<file path="config.mk">
export PLATFORM = sky130hd
export DESIGN_NAME = i2c_master_tx
export DESIGN_NICKNAME = d
export VERILOG_FILES = /design/src/rtl/i2c_master_tx.sv
export SDC_FILE = /design/constraint.sdc
export NUM_CORES = 1
export LEC_CHECK = 0
export ABC_AREA = 1
export CORE_ASPECT_RATIO = 0.6
export CORE_MARGIN = 2
export CORE_UTILIZATION = 52
export CTS_CLUSTER_DIAMETER = 100
export CTS_CLUSTER_SIZE = 12
export DETAILED_ROUTE_END_ITERATION = 10
export GPL_ROUTABILITY_DRIVEN = 0
export GPL_TIMING_DRIVEN = 0
export PLACE_DENSITY = 0.77
export SLEW_MARGIN = 0
export SYNTH_ARGS = -nofsm -noshare
export SYNTH_HDL_FRONTEND = slang
export SYNTH_SLANG_ARGS = --single-unit
</file>
<file path="constraint.sdc">
create_clock -name clk -period 1.6 [get_ports clk]
set_input_delay 0.16 -clock clk [delete_from_list [all_inputs] [get_ports clk]]
set_output_delay 0.16 -clock clk [all_outputs]
set_load 0.1 [all_outputs]
</file>
<file path="src/rtl/i2c_master_tx.sv">
// Bit-level I2C write-only master: START, N bytes each followed by an ACK slot, STOP.
// SCL is push-pull; SDA is open-drain through sda_pull.
module i2c_master_tx #(
  parameter int unsigned CLK_DIV = 2
) (
  input  logic       clk,
  input  logic       reset,
  input  logic       start,
  input  logic [2:0] packets,
  input  logic [7:0] data,
  input  logic       sda_in,
  output logic       data_next,
  output logic       busy,
  output logic       done,
  output logic       ack_error,
  output logic       scl,
  output logic       sda_pull
);

  localparam int unsigned QW = (CLK_DIV > 1) ? $clog2(CLK_DIV) : 1;
  localparam logic [QW-1:0] QLAST = QW'(CLK_DIV - 1);

  typedef enum logic [2:0] {
    S_IDLE, S_START, S_DATA, S_ACK, S_STOP, S_DONE
  } state_e;

  state_e      state_q, state_d;
  logic [QW-1:0] qcnt_q, qcnt_d;
  logic [1:0]  phase_q, phase_d;
  logic [2:0]  bit_q, bit_d;
  logic [2:0]  bytes_q, bytes_d;
  logic [7:0]  shift_q, shift_d;
  logic        ack_error_q, ack_error_d;
  logic        scl_q, scl_d;
  logic        sda_pull_q, sda_pull_d;
  logic        busy_q, busy_d;
  logic        done_q, done_d;

  logic accept, timed, q_end, bit_end, more, load_next;

  assign accept    = (state_q == S_IDLE) && start && (packets != 3'd0);
  assign timed     = state_q inside {S_START, S_DATA, S_ACK, S_STOP};
  assign q_end     = (qcnt_q == QLAST);
  assign bit_end   = timed && q_end && (phase_q == 2'd3);
  assign more      = (bytes_q > 3'd1);
  assign load_next = (state_q == S_ACK) && bit_end && !sda_in && more;

  // Byte handshake is combinational so the latch and the strobe share one edge.
  assign data_next = (accept || load_next) && !reset;

  assign scl       = scl_q;
  assign sda_pull  = sda_pull_q;
  assign busy      = busy_q;
  assign done      = done_q;
  assign ack_error = ack_error_q;

  // State and datapath registers; line outputs registered from next-state values.
  always_ff @(posedge clk) begin
    if (reset) begin
      state_q     <= S_IDLE;
      qcnt_q      <= '0;
      phase_q     <= 2'd0;
      bit_q       <= 3'd7;
      bytes_q     <= 3'd0;
      shift_q     <= 8'd0;
      ack_error_q <= 1'b0;
      scl_q       <= 1'b1;
      sda_pull_q  <= 1'b0;
      busy_q      <= 1'b0;
      done_q      <= 1'b0;
    end else begin
      state_q     <= state_d;
      qcnt_q      <= qcnt_d;
      phase_q     <= phase_d;
      bit_q       <= bit_d;
      bytes_q     <= bytes_d;
      shift_q     <= shift_d;
      ack_error_q <= ack_error_d;
      scl_q       <= scl_d;
      sda_pull_q  <= sda_pull_d;
      busy_q      <= busy_d;
      done_q      <= done_d;
    end
  end

  // Next state and datapath.
  always_comb begin
    state_d     = state_q;
    qcnt_d      = qcnt_q;
    phase_d     = phase_q;
    bit_d       = bit_q;
    bytes_d     = bytes_q;
    shift_d     = shift_q;
    ack_error_d = ack_error_q;

    if (timed) begin
      if (q_end) begin
        qcnt_d  = '0;
        phase_d = phase_q + 2'd1;
      end else begin
        qcnt_d  = qcnt_q + QW'(1);
      end
    end

    unique case (state_q)
      S_IDLE: begin
        if (accept) begin
          state_d     = S_START;
          shift_d     = data;
          bytes_d     = packets;
          bit_d       = 3'd7;
          ack_error_d = 1'b0;
        end
      end
      S_START: if (bit_end) state_d = S_DATA;
      S_DATA: begin
        if (bit_end) begin
          shift_d = {shift_q[6:0], 1'b0};
          bit_d   = bit_q - 3'd1;
          if (bit_q == 3'd0) state_d = S_ACK;
        end
      end
      S_ACK: begin
        if (bit_end) begin
          if (sda_in) begin
            ack_error_d = 1'b1;
            state_d     = S_STOP;
          end else if (more) begin
            shift_d = data;
            bytes_d = bytes_q - 3'd1;
            state_d = S_DATA;
          end else begin
            state_d = S_STOP;
          end
        end
      end
      S_STOP: if (bit_end) state_d = S_DONE;
      S_DONE: state_d = S_IDLE;
      default: state_d = S_IDLE;
    endcase
  end

  // Line and status levels for the coming cycle; SCL high in the second half of each bit.
  always_comb begin
    scl_d      = 1'b1;
    sda_pull_d = 1'b0;
    busy_d     = 1'b0;
    done_d     = 1'b0;
    unique case (state_d)
      S_START: begin
        busy_d     = 1'b1;
        sda_pull_d = phase_d[1];
      end
      S_DATA: begin
        busy_d     = 1'b1;
        scl_d      = phase_d[1];
        sda_pull_d = ~shift_d[7];
      end
      S_ACK: begin
        busy_d = 1'b1;
        scl_d  = phase_d[1];
      end
      S_STOP: begin
        busy_d     = 1'b1;
        scl_d      = phase_d[1];
        sda_pull_d = (phase_d != 2'd3);
      end
      S_DONE:  done_d = 1'b1;
      default: ;
    endcase
  end

endmodule

</file>
* Word level (Yosys, flattened, before mapping) *
Cells that the tools add are included.

word-level totals
  output and inout bits = 6
  logic and storage cells = 94
  register bits = 25

cells by class
  bitwise logic cells = 2
  reduce and logical (&&, ||, !) cells = 25
  magnitude comparators = 1
  add/subtract/negate cells = 4
  equality and inequality tests = 17
  muxes and demuxes = 33

operators by type and width
  cell                 number
  $mux 3               14
  $mux 8               5
  $pmux 8 s3           1
  $pmux 3 s5           1
  $ne 2x2->1 const B   7
  $eq 3x2->1 const B   4
  $pmux 3 s2           2
  $eq 3x3->1 const B   3
  $logic_and 1x1->1    8
  $eq 3x1->1 const B   2
  $logic_not 3->1      2
  $mux 1               6
  $reduce_and 6->1     1
  $reduce_bool 3->1    2
  $sub 3x1->3 const B  2
  $reduce_and 5->1     1
  $mux 2               2
  $reduce_and 4->1     1
  $reduce_bool 2->1    2
  $reduce_bool 4->1    1
  $reduce_or 4->1      1
  $gt 3x1->1 const B   1
  $pmux 1 s3           1
  $reduce_and 3->1     1
  other kinds (9)      11

* Longest topological paths before layout *
  depth in word-level cells = 10
  mapped depth = 13

* Worst setup path after synthesis *
No wires, ideal clock.

  path type = register to output
  start = reg phase_q[0]
  end = out data_next
  buffers on the path = 0
  path slack = -0.768 ns
  stages on the path, launching flop included = 8
  data required time = 1.440 ns
  arrival time = 2.208 ns
  cells stage by stage = dfxtp_1 ha_1 inv_1 o21ai_1 nand2_1 nor2_2 nand2_2 nor2_1

between the ends
  longest elaborated chain between the ends = 7

ends and longest elaborated chain
  item                             RTL line  RTL
  from (decl)                      29        logic [1:0] phase_q, phase_d;
  from (signal assigned)           74        phase_q <= phase_d;
  $eq 2x2->1                       44        assign bit_end = timed && q_end && (phase_q == 2'd3);
  $logic_and 1x1->1                44
  $logic_and 1x1->1 (3 in series)  46        assign load_next = (state_q == S_ACK) && bit_end && !sda_in && more;
  $logic_or 1x1->1                 49        assign data_next = (accept || load_next) && !reset;
  $logic_and 1x1->1                49
  to (decl)                        12        output logic data_next,

Every way passes these cells.

* Worst setup path in the final report *
Ends and elaborated chain as after synthesis.

==> out/metrics.yaml <==
power_and_ir_drop:
  p_per_area_nw_per_um2: 750.1
  seqPwrFrac_pct: 49.4
  power.net_switching_mw: 0.4314
  clock_power_share_pct: 26.5
  p_leak_nw: 0.8488
  swShare_pct: 30.69
  power.internal_mw: 0.9745
  combinationalPowerShare_pct: 24.1
  irDropWorstVdd_mv: 0.6933
global_routing:
  grt_usage_pct: 21.52
  grt_pass1_vias: 1199
  antenna_found_initial: 0
  grt-ovfl-total: 0
  grt_pass1_wl_mm: 5.161
  grt_max_degree: 14
detailed_routing:
  first_iter_violations: 74
  via_per_inst: 5.246
  antenna_left: 0
  met2_length_mm: 1.731
  vias: 1385
  wl_met1_mm: 1.657
  firstDrtPassIters: 4
  top_layer_used: "met4"
  wirelength_mm: 3.572
  drc: 0
  wire_per_inst_microns: 13.53
  wl_met3_microns: 161
final_layout:
  diodes: 0
  final_common_cell: "nand2_1"
  multi_input_area_sq_um: 832.0
  utilization_pct: 75.35
  final_cell_mix: "nand2_1 (47), inv_1 (22), dfxtp_1 (17)"
  area_delta_synth_final_pct: 37.81
  nNetsFinal: 253
  seq_area_sq_um: 518.0
  drive_gt1_share_pct: 31.47
  fillers: 188
floorplanning:
  initial_utilization_pct: 54.68
  core-area_sq_um: 2487
  die_x_microns: 70.03
  pin_count: 21
  num_rows: 14
  die_area_sq_um: 3054
  die_y_microns: 43.62
clock_tree:
  cts_tree: "built"
  clockBufferDepth: 2
  clk_latency_ps: 270
  htreeDepth: 1
  clkSlewWorstSetupHoldPaths_ps: 80
  numCtsBuffers: 3
  cts-root-buf: "clkbuf_8"
  cts_sinks: 25
timing:
  rsz0062_at_grt: "true"
  period_share_pct: 104.6
  maxSlewViolCount: 0
  setup_viol: 1
  fin_hold_ws_ps: 448.6
  hold_viol_final: 0
  finalWorstSetupSlack_ps: -73.01
  maxSlewHeadroom_pct: 37.06
  clock_skew_ps: 6.733
  min_period_ps: 1673
  fmax_ghz: 0.5977
  worstMarginPinSlew_ps: 947.8
worst_hold_path:
  hold_class: "primary input to flop"
yosys:
  yosysUniqueCellTypes: 27
  ys_warn_count: 0
  ys_seq_area_share_pct: 36.80
  syn_inst: 196
  ys_ff_latch: 25
  synth.net_count: 216
  syn_area_per_cell_sq_um: 6.939
  syn-cell-area_sq_um: 1360
critical_path:
  cp.arrival_ps: 1510
  cp-start-kind: "flop"
  critPathKind: "flop to output port"
  worstPathCellList: "ha_4 -> inv_2 -> o21ai_2 -> nand2_2 -> nor2_4 -> nand2_2 -> nor2_4 -> buf_12"
  critPathBufInv: 2
  endpoint_kind: "output port"
  crit_slowest_cell: "dfxtp_2"
  required_ps: 1440
  cpLargestDelayFamily: "simple AND/OR/NAND/NOR gates"
  crit_fanout: 3
  cp_slowest_stage_delay_ps: 350
job:
  max-cap-violations: 0
placed_design:
  dp_hpwl_mm: 2.408
  pre_cts_slack_ps: -1084
  port_buffers: 20
run_status:
  violations: "setup timing"
  status: "complete, but fails checks"
[sequential cells by signal, summed over array words and instances (netlist names)]
name and count:
state_q 3, busy 1, ack_error 1, done 1, sda_pull 1, phase_q 2, bit_q 3, bytes_q 3
q_end 1, shift_q 8, scl 1
[repair_timing]
item,in CTS,in global routing
hold buffers,0,0
resized for setup,24,44
pin swaps,2,10
endpoints found under the setup margin,14,18
buffers inserted,2,9
cloned,0,1
[worst paths after layout]
check             cells past startpoint         end  startpoint  slack [ps]
hold reg to reg                       2  shift_q[0]  shift_q[0]         480
hold / removal                        3  shift_q[0]     data[0]         450
setup reg to reg                     11  bytes_q[2]  state_q[0]           0
setup / recovery                      8   data_next  phase_q[0]         -70
[routing by layer]
layer	track usage, %	vias up
met4	2.692	0
met5	0	-
met3	5.581	2
met2	39.05	38
li1	-	701
met1	27.17	644
[final cells by class]
class | count | area share [%]
multi-input cells | 138 | 44.39
flip-flops and latches | 25 | 27.64
repair buffers | 32 | 15.75
inverters | 30 | 6.542
clock buffers | 4 | 2.403
well taps | 32 | 2.136
plain buffers | 3 | 1.135
[metrics by stage]
stage	setup TNS [ps]	cells	cell area (sq um)	total power, mW
after global placement	-2202	248	1624	0.9791
after CTS	-193.2	254	1704	1.368
after detailed placement	-2643	248	1624	0.9903
after global routing	-1110	264	1874	1.477
after floorplan	0	196	1384	0.9015
final	-73.01	264	1874	1.406
[power groups by stage]
| stage | combinational (mW) | sequential [mW] | clock [mW] |
|---|---|---|---|
| after detailed placement | 0.283 | 0.707 | 0 |
| final | 0.339 | 0.694 | 0.373 |
| after floorplan | 0.185 | 0.717 | 0 |
| after CTS | 0.291 | 0.695 | 0.382 |
| after global routing | 0.373 | 0.699 | 0.405 |
| after global placement | 0.275 | 0.704 | 0 |
[cells in the mapped netlist]
master    count  area, sq um
xor2_1        2        17.52
o21bai_1      1        7.510
inv_1        25        93.84
nand2_2       4        25.02
nand2_1      58        217.7
dfxtp_1      25        500.5
nor2_1       17        63.81
nor2_4        2        22.52
clkbuf_1      2        7.510
clkinv_4      1        8.760
a31oi_1       8        50.05
nand3_1       8        40.04
nand3_4       1        17.52
buf_6         1        11.26
a21boi_0      1        7.510
inv_2         4        15.01
nand3_2       2        20.02
o21ai_0       7        35.03
a21oi_1       9        45.04
o21ai_2       2        17.52
o211ai_1      2        15.01
nor2_2        2        12.51
nand2_4       1        11.26
nor3_1        2        10.01
a211oi_1      2        15.01
o21ai_1       2        10.01
ha_1          5        62.56
[cells by family after synthesis]
group | Yosys count | share of synthesized area, %
and+or+nand+nor | 97 | 32.38
AOI/OAI and AO/OA | 34 | 14.90
buffers and inverters | 33 | 10.03
DFF | 25 | 36.80
adders and majority gates | 5 | 4.600
xor gates and xnor gates | 2 | 1.288
[worst register-to-register path, delay by kind of cell, from the launching register on]
kind / cells / cell delay, ps
AOI/OAI and AO/OA: 2 / 160
buffers and inverters: 3 / 300
and+or+nand+nor: 6 / 630
DFF: 1 / 410
Note: power is estimated with default switching activity, not from simulation.
